`src/rtl/uart_rx_push.sv`:
```
// UART 8N1 receiver feeding the receive FIFO directly.
// Oversamples rx with the system clock, deserialises LSB-first frames and
// hands each good byte to the FIFO as a single-cycle push with data valid
// in the same cycle.
//
// Ports:
//   clk        system clock, rising edge
//   rst        synchronous active-high reset
//   rx         asynchronous serial input, idles high
//   full       FIFO full, looked at only on the stop-bit sample cycle
//   o_data     last good byte; valid whenever push is high
//   push       one-cycle FIFO write strobe
//   frame_err  one-cycle pulse, stop bit sampled low
//   overrun    one-cycle pulse, good byte completed while full
//   busy       high while a frame is being received (START/DATA/STOP)
module uart_rx_push #(
  parameter int unsigned CLKS_PER_BIT = 434,
  parameter int unsigned DATA_WIDTH   = 8
) (
  input  logic                  clk,
  input  logic                  rst,
  input  logic                  rx,
  input  logic                  full,
  output logic [DATA_WIDTH-1:0] o_data,
  output logic                  push,
  output logic                  frame_err,
  output logic                  overrun,
  output logic                  busy
);

  localparam int unsigned CW = (CLKS_PER_BIT <= 2) ? 1 : $clog2(CLKS_PER_BIT);
  localparam int unsigned BW = (DATA_WIDTH <= 2) ? 1 : $clog2(DATA_WIDTH);
  localparam logic [CW-1:0] CNT_LAST = CW'(CLKS_PER_BIT - 1);
  localparam logic [CW-1:0] HALF     = CW'((CLKS_PER_BIT - 1) / 2);
  localparam logic [BW-1:0] IDX_LAST = BW'(DATA_WIDTH - 1);

  typedef enum logic [2:0] {
    WAIT_IDLE,
    IDLE,
    START,
    DATA,
    STOP
  } state_t;

  state_t                  state, state_d;
  logic [1:0]              sync;
  logic                    rx_s;
  logic [CW-1:0]           cnt, cnt_d;
  logic [BW-1:0]           idx, idx_d;
  logic [DATA_WIDTH-1:0]   shreg, shreg_d;
  logic [DATA_WIDTH-1:0]   data_d;
  logic                    push_d, frame_err_d, overrun_d;

  assign rx_s = sync[1];
  assign busy = (state == START) || (state == DATA) || (state == STOP);

  always_ff @(posedge clk) begin
    if (rst) begin
      sync      <= '1;
      state     <= WAIT_IDLE;
      cnt       <= '0;
      idx       <= '0;
      shreg     <= '0;
      o_data    <= '0;
      push      <= 1'b0;
      frame_err <= 1'b0;
      overrun   <= 1'b0;
    end else begin
      sync      <= {sync[0], rx};
      state     <= state_d;
      cnt       <= cnt_d;
      idx       <= idx_d;
      shreg     <= shreg_d;
      o_data    <= data_d;
      push      <= push_d;
      frame_err <= frame_err_d;
      overrun   <= overrun_d;
    end
  end

  always_comb begin
    state_d     = state;
    cnt_d       = cnt + CW'(1);
    idx_d       = idx;
    shreg_d     = shreg;
    data_d      = o_data;
    push_d      = 1'b0;
    frame_err_d = 1'b0;
    overrun_d   = 1'b0;

    case (state)
      // Line must be seen high for a full bit time before a start edge counts.
      WAIT_IDLE: begin
        if (!rx_s) begin
          cnt_d = '0;
        end else if (cnt == CNT_LAST) begin
          cnt_d   = '0;
          state_d = IDLE;
        end
      end

      IDLE: begin
        cnt_d = '0;
        if (!rx_s) state_d = START;
      end

      // Re-check the start bit at its middle; a high level there is a glitch.
      START: begin
        if (cnt == HALF) begin
          cnt_d   = '0;
          idx_d   = '0;
          state_d = rx_s ? IDLE : DATA;
        end
      end

      // Samples land mid-bit because START already consumed half a bit.
      DATA: begin
        if (cnt == CNT_LAST) begin
          cnt_d   = '0;
          shreg_d = DATA_WIDTH'({rx_s, shreg} >> 1);
          if (idx == IDX_LAST) begin
            idx_d   = '0;
            state_d = STOP;
          end else begin
            idx_d = idx + BW'(1);
          end
        end
      end

      // Leaving at mid-stop lets a start edge right after the stop bit be caught.
      STOP: begin
        if (cnt == CNT_LAST) begin
          cnt_d = '0;
          if (rx_s) begin
            state_d = IDLE;
            if (full) begin
              overrun_d = 1'b1;
            end else begin
              push_d = 1'b1;
              data_d = shreg;
            end
          end else begin
            frame_err_d = 1'b1;
            state_d     = WAIT_IDLE;
          end
        end
      end

      default: begin
        cnt_d   = '0;
        state_d = WAIT_IDLE;
      end
    endcase
  end

endmodule

```
`config.mk`:
```
export PLATFORM = sky130hd
export DESIGN_NAME = uart_rx_push
export DESIGN_NICKNAME = d
export VERILOG_FILES = /design/src/rtl/uart_rx_push.sv
export SDC_FILE = /design/constraint.sdc
export NUM_CORES = 1
export LEC_CHECK = 0
export CAP_MARGIN = 20
export CORE_MARGIN = 2
export CORE_UTILIZATION = 56
export CTS_CLUSTER_SIZE = 40
export DETAILED_ROUTE_END_ITERATION = 6
export PLACE_DENSITY = 0.78
export SYNTH_ARGS = -nofsm -noshare
export SYNTH_HDL_FRONTEND = slang
export SYNTH_SLANG_ARGS = --single-unit
export TNS_END_PERCENT = 20
```
`constraint.sdc`:
```
create_clock -name clk -period 2.1 [get_ports clk]
set_input_delay 0.21 -clock clk [delete_from_list [all_inputs] [get_ports clk]]
set_output_delay 0.21 -clock clk [all_outputs]
set_load 0.01 [all_outputs]
```
==> results.json, run 1 <==
{
  "status": "complete, but fails checks",
  "failed_checks": "DRC",
  "clk_latency_ps": 340,
  "synth_area_leaders": "dfxtp_1 (43%), mux2i_1 (11%), nor2_1 (4.7%)",
  "synthesis.nets": 184,
  "syn_to_final_growth_pct": 14.8,
  "postCtsHoldBufs": 0,
  "cts.sinks": 36,
  "initialDrtViolationCount": 44,
  "critical_path_peak_fanout": 14,
  "ys_types": 41,
  "cts_setup_buffers": 0,
  "root_buffer": "clkbuf_4",
  "synth_compound_area_share_pct": 6.78,
  "diodes": 0,
  "worstMarginPinSlew_ps": 499,
  "grt.met3_usage_pct": 6.15,
  "fp.dieArea_mm2": 0.00346,
  "clk_path_buf_depth": 2,
  "drv_cap": 0,
  "setup_viol": 0,
  "synth.ff_latch_count": 36,
  "synthXorXnorAreaFrac_pct": 3.65,
  "grt_most_used_layer": "met2",
  "synth_top_family_by_area": "simple AND/OR/NAND/NOR gates",
  "dp.cells": 214,
  "cts_tree": "yes",
  "synthSimpleGateAreaFrac_pct": 27.9,
  "p_per_area_mw_per_mm2": 632,
  "wire_per_inst_um": 14.2,
  "avgViaCountPerCell": 5.77,
  "finalMaxSlewViolations": 0,
  "antenna_found_initial": 0,
  "fp.dieW_um": 58.8,
  "cts.clk_slew.worst_paths_ps": 110,
  "fmax_mhz": 498,
  "cts_inserted_buffers": 5,
  "synth-seq-area-share_pct": 42.9,
  "synth.cell_area_mm2": 0.00168,
  "layout_min_cycle_time_ps": 2010,
  "core_area_mm2": 0.00281,
  "vias": 1282,
  "p_int_uw": 960,
  "die_h_um": 58.8,
  "synth-main-ff-cell": "dfxtp_1",
  "io_pins": 16,
  "met1_usage_pct": 25.2,
  "p_sw_uw": 260,
  "hold_class": "flip-flop to flip-flop",
  "gr-total-overflow": 0,
  "syn_area_per_cell_um2": 9.60,
  "final_cell_mix": "dfxtp_1 (33), nor2_1 (21), mux2i_1 (19), clkdlybuf4s50_1 (15)",
  "grt_max_degree": 25,
  "critPathRequiredTime_ps": 1890,
  "fin_nets": 199,
  "fillCellCount": 230,
  "start_kind": "flip-flop",
  "std_cell_rows": 19,
  "dr.pass1.iters": 6,
  "yosysTopAreaCell": "dfxtp_1",
  "synth_fa_ha_area_share_pct": 3.72,
  "end_kind": "output port",
  "slew_headroom_pct": 66.6,
  "synth_warnings": 0,
  "p_clk_share_pct": 39.1,
  "wirelength_um": 3150,
  "grt_pass1_wl_um": 5310,
  "muxShareOfSynthArea_pct": 11.3,
  "power.leakage_nw": 0.664,
  "grt_util_met2_pct": 32.7,
  "pwr-share-seq_pct": 57.2,
  "syn_inst": 175,
  "hold_viol_final": 0,
  "place.detailed.hpwl_um": 2280,
  "initial_core_util_pct": 59.9,
  "peakVddDrop_uv": 751,
  "synth-async-reset-ratio_pct": 0,
  "grt_pass1_vias": 1208,
  "layout.cells.non_filler": 222,
  "place_congestion": 0.831,
  "switching_share_pct": 21.3,
  "grtUsageTotal_pct": 20.4,
  "drc": 1,
  "synth_top_area_share_pct": 42.9,
  "port_buffers": 15,
  "layout-drive-gt1-share_pct": 11.5,
  "drt.antenna.violating_nets": 0,
  "htreeDepth": 2,
  "rsz0062_at_grt": "false",
  "layout_commonest_cell": "dfxtp_1",
  "final.setup_skew_ps": 12.9,
  "finalSetupTns_ps": 0,
  "arrival_ps": 1800,
  "synth_edf_count": 0,
  "post-route-period-util_pct": 95.7,
  "worst-setup-path-type": "flip-flop to output port",
  "post-route-util_pct": 68.8,
  "p_comb_share_pct": 3.6
}
## worst paths after layout
path	cells past startpoint	startpoint	to	slack, ps
min reg2reg	1	sync[0]	sync[1]	430
max reg2reg	5	cnt[0]	state[1]	260
max	3	state[0]	busy	90
min	1	sync[0]	sync[1]	430
## registers in the layout, summed over array words and instances, names as in the netlist
register	flops
cnt	9
o_data	8
shreg	8
idx	3
state	3
sync	2
frame_err	1
overrun	1
push	1
## through the flow
step	setup WS, ps	cell area [µm²]	total power [mW]	hold WS [ps]
detailed placement	242	1850	0.758	403
CTS	2.34	1930	1.24	417
global route	28.3	1930	1.26	438
global placement	302	1850	0.755	409
floorplan	380	1680	0.742	314
finish	90.5	1930	1.22	432
## timing repair
| action | 4_1_cts | 5_1_grt |
|---|---|---|
| gates cloned | 0 | 0 |
| resized for setup | 2 | 2 |
| hold endpoints to repair | 0 | 0 |
| endpoints found under the setup margin | 1 | 1 |
## layout make-up
class                           instances  area, µm²  area share [%]
Multi-Input combinational cell        125        906            47.0
Sequential cell                        36        724            37.5
Timing Repair Buffer                   17        165            8.56
Clock buffer                            6       41.3            2.14
Tap cell                               31       38.8            2.01
Clock inverter                          2       35.0            1.82
Inverter                                5       18.8           0.973
## worst max-delay path, cell delays in order (launching register included)
cell and delay, ps:
dfxtp_2 410, or3b_4 450, nand2_1 70, clkdlybuf4s50_1 530
## power groups by stage
stage	registers (mW)	logic [mW]	clock network, mW
3_5_place_dp	0.714	0.0443	0
3_3_place_gp	0.713	0.0421	0
2_1_floorplan	0.711	0.0305	0
4_1_cts	0.698	0.0444	0.495
5_1_grt	0.700	0.0491	0.515
6_report	0.698	0.0440	0.478
## Yosys cell counts, types with 3 or more instances
library cell  instances
o21ai_0               3
nor4_1                3
nor3_1               10
nand2b_1             10
nand2_1               5
a21oi_1               3
xnor2_1               5
nand3b_1              3
nor2_1               21
clkbuf_1              5
ha_1                  5
nand3_1               6
mux2i_1              19
dfxtp_1              36
inv_1                 5
## metal layers
metal,share of wire (%),up-vias
li1,-,645
met1,44,604
met2,50,25
met3,3.8,8
met4,2.4,0
met5,0,-
## kinds of logic after synthesis
| family | count (synthesis) |
|---|---|
| AOI/OAI and AO/OA | 15 |
| xor gates and xnor gates | 7 |
| adders and majority gates | 5 |
| buffers and inverters | 14 |
| muxes | 19 |
| DFF | 36 |
| and+or+nand+nor | 79 |
Note: power is estimated with default switching activity, not from simulation.
==> inputs of run 2 (changes only) <==
--- a/config.mk
+++ b/config.mk
@@ -7,10 +7,10 @@
 export LEC_CHECK = 0
 export CAP_MARGIN = 20
 export CORE_MARGIN = 2
-export CORE_UTILIZATION = 56
+export CORE_UTILIZATION = 55
 export CTS_CLUSTER_SIZE = 40
 export DETAILED_ROUTE_END_ITERATION = 6
-export PLACE_DENSITY = 0.78
+export PLACE_DENSITY = 0.77
 export SYNTH_ARGS = -nofsm -noshare
 export SYNTH_HDL_FRONTEND = slang
 export SYNTH_SLANG_ARGS = --single-unit
==> constraint.sdc (replaced) <==
create_clock -name clk -period 2.4 [get_ports clk]
set_input_delay 0.24 -clock clk [delete_from_list [all_inputs] [get_ports clk]]
set_output_delay 0.24 -clock clk [all_outputs]
set_load 0.01 [all_outputs]
==> run 2 against run 1 <==
The flow now finishes without violations. Register-to-register slack improved by 280 ps. Clock power decreased by 34%. Routed wire length decreased by 1.2%. Worst setup slack improved by 160 ps. Critical path depth unchanged. Sequential power decreased by 12%. Clock skew decreased by 3.1 ps. Critical path type unchanged. Sequential share of layout area increased by 0.27 points.
==> results.json, run 2 (synthesis gave the netlist of run 1 again) <==
{
  "rrSetupSlack_ps": 540,
  "vias": 1264,
  "hold_class": "flip-flop to flip-flop",
  "dp.cells": 216,
  "avgViaCountPerCell": 5.64,
  "layout_min_cycle_time_ps": 2150,
  "place_congestion": 0.830,
  "grt_pass1_vias": 1171,
  "worst-setup-path-type": "flip-flop to output port",
  "cts.sinks": 36,
  "layout.cells.non_filler": 224,
  "die_h_um": 59.3,
  "final.setup_skew_ps": 9.81,
  "post-route-util_pct": 64.0,
  "grtUsageTotal_pct": 19.7,
  "port_buffers": 15,
  "status": "finished, final reports clean",
  "fmax_mhz": 465,
  "cts.clk_slew.worst_paths_ps": 110,
  "cts_resized": 0,
  "min_from": "sync[0]",
  "r2r_cells": 5,
  "peakVddDrop_uv": 358,
  "drv_cap": 0,
  "wirelength_um": 3110,
  "drc": 0,
  "place.detailed.hpwl_um": 2310,
  "regArea_um2": 721,
  "fp.dieArea_mm2": 0.00351,
  "final_cell_mix": "dfxtp_1 (36), nor2_1 (21), mux2i_1 (19), clkdlybuf4s50_1 (15)",
  "layout_commonest_cell": "dfxtp_1",
  "arrival_ps": 1910,
  "largest_reg_flops": 9,
  "finalSetupTns_ps": 0,
  "wire_per_inst_um": 13.9,
  "drt.antenna.violating_nets": 0,
  "layout-drive-gt1-share_pct": 9.95,
  "design_power_total_uw": 965,
  "cts_setup_buffers": 0,
  "hold_viol_final": 0,
  "cts_inserted_buffers": 5,
  "clk_path_buf_depth": 2,
  "p_per_area_mw_per_mm2": 506,
  "critical_path_peak_fanout": 9,
  "grt_max_degree": 18,
  "gr-total-overflow": 0,
  "cts_tree": "yes",
  "antenna_found_initial": 0,
  "worstMarginPinSlew_ps": 531,
  "std_cell_rows": 20,
  "core_area_mm2": 0.00298,
  "dr.pass1.iters": 4,
  "postCtsHoldBufs": 0,
  "power.leakage_nw": 0.651,
  "rsz0062_at_grt": "false",
  "slew_headroom_pct": 64.5,
  "diodes": 0,
  "fillCellCount": 271,
  "holdPathStages": 1,
  "setup_viol": 0,
  "root_buffer": "clkbuf_4",
  "grt_pass1_wl_um": 5140,
  "initial_core_util_pct": 56.4,
  "start_kind": "flip-flop",
  "htreeDepth": 2,
  "initialDrtViolationCount": 48,
  "critPathRequiredTime_ps": 2160,
  "largest_registers": "cnt (9), o_data (8), shreg (8)",
  "clk_latency_ps": 340,
  "multi_input_area_um2": 903,
  "r2r-end": "o_data[1]",
  "fp.dieW_um": 59.3,
  "post-route-period-util_pct": 89.7,
  "syn_to_final_growth_pct": 13.4,
  "end_kind": "output port",
  "finalMaxSlewViolations": 0,
  "fin_nets": 199,
  "r2r-start": "state[2]",
  "regMostFlops": "cnt",
  "holdPathEnd": "sync[1]",
  "io_pins": 16
}
[run 2: cell count changes in the layout (fill, tap and decap cells not counted), sizes merged]
| cell | previous run | this run |
|---|---|---|
| clkbuf | 6 | 5 |
| clkinv | 1 | 3 |
| bufinv | 1 | 0 |
[run 2: area by class of cell]
class / count / area share [%]
multi-input cells: 125 / 47.4
flip-flops and latches: 36 / 37.8
repair buffers: 17 / 8.67
well taps: 33 / 2.17
clock buffers: 5 / 1.97
clock inverters: 3 / 0.985
inverters: 5 / 0.985
[run 2: critical path: stages, from the launching register on]
cell	delay, ps
dfxtp_1	490
or3b_1	460
nand2_1	90
clkdlybuf4s50_1	530
[run 2: worst max-delay path by stage]
stage | start | end | slack, ps | depth (start not counted)
after floorplan | cnt[0] | state[1] | 680 | 6
after global placement | state[0] | shreg[0] | 600 | 4
after detailed placement | state[2] | o_data[1] | 550 | 5
after CTS | state[2] | busy | 250 | 3
after global routing | state[2] | busy | 160 | 3
final | state[2] | busy | 250 | 3
[run 2: through the flow]
step,instance area (µm²),worst slack (ps),hold WS (ps)
after floorplan,1680,680,344
final,1910,248,452
after detailed placement,1850,549,432
after global placement,1850,601,403
after global routing,1910,155,439
after CTS,1910,247,457
[run 2: where the power goes]
| part | internal [mW] | leakage (nW) | switching (mW) |
|---|---|---|---|
| clock network | 0.112 | 0.0349 | 0.203 |
| registers | 0.603 | 0.291 | 0.00779 |
| logic | 0.0179 | 0.326 | 0.0202 |
| total | 0.734 | 0.651 | 0.231 |
[run 2: metal layers]
metal  track usage (%)  share of wire (%)
met2              32.2                 49
met3              6.55                5.2
met4              7.79                1.5
met5                 0                  0
met1              23.7                 45
==> inputs of run 3 (changes only) <==
--- a/config.mk
+++ b/config.mk
@@ -5,6 +5,7 @@
 export SDC_FILE = /design/constraint.sdc
 export NUM_CORES = 1
 export LEC_CHECK = 0
+export ABC_CLOCK_PERIOD_IN_PS = 2400
 export CAP_MARGIN = 20
 export CORE_MARGIN = 2
 export CORE_UTILIZATION = 55
==> results of run 3 <==
The final DEF is identical to that of run 2; final timing and power are the same.
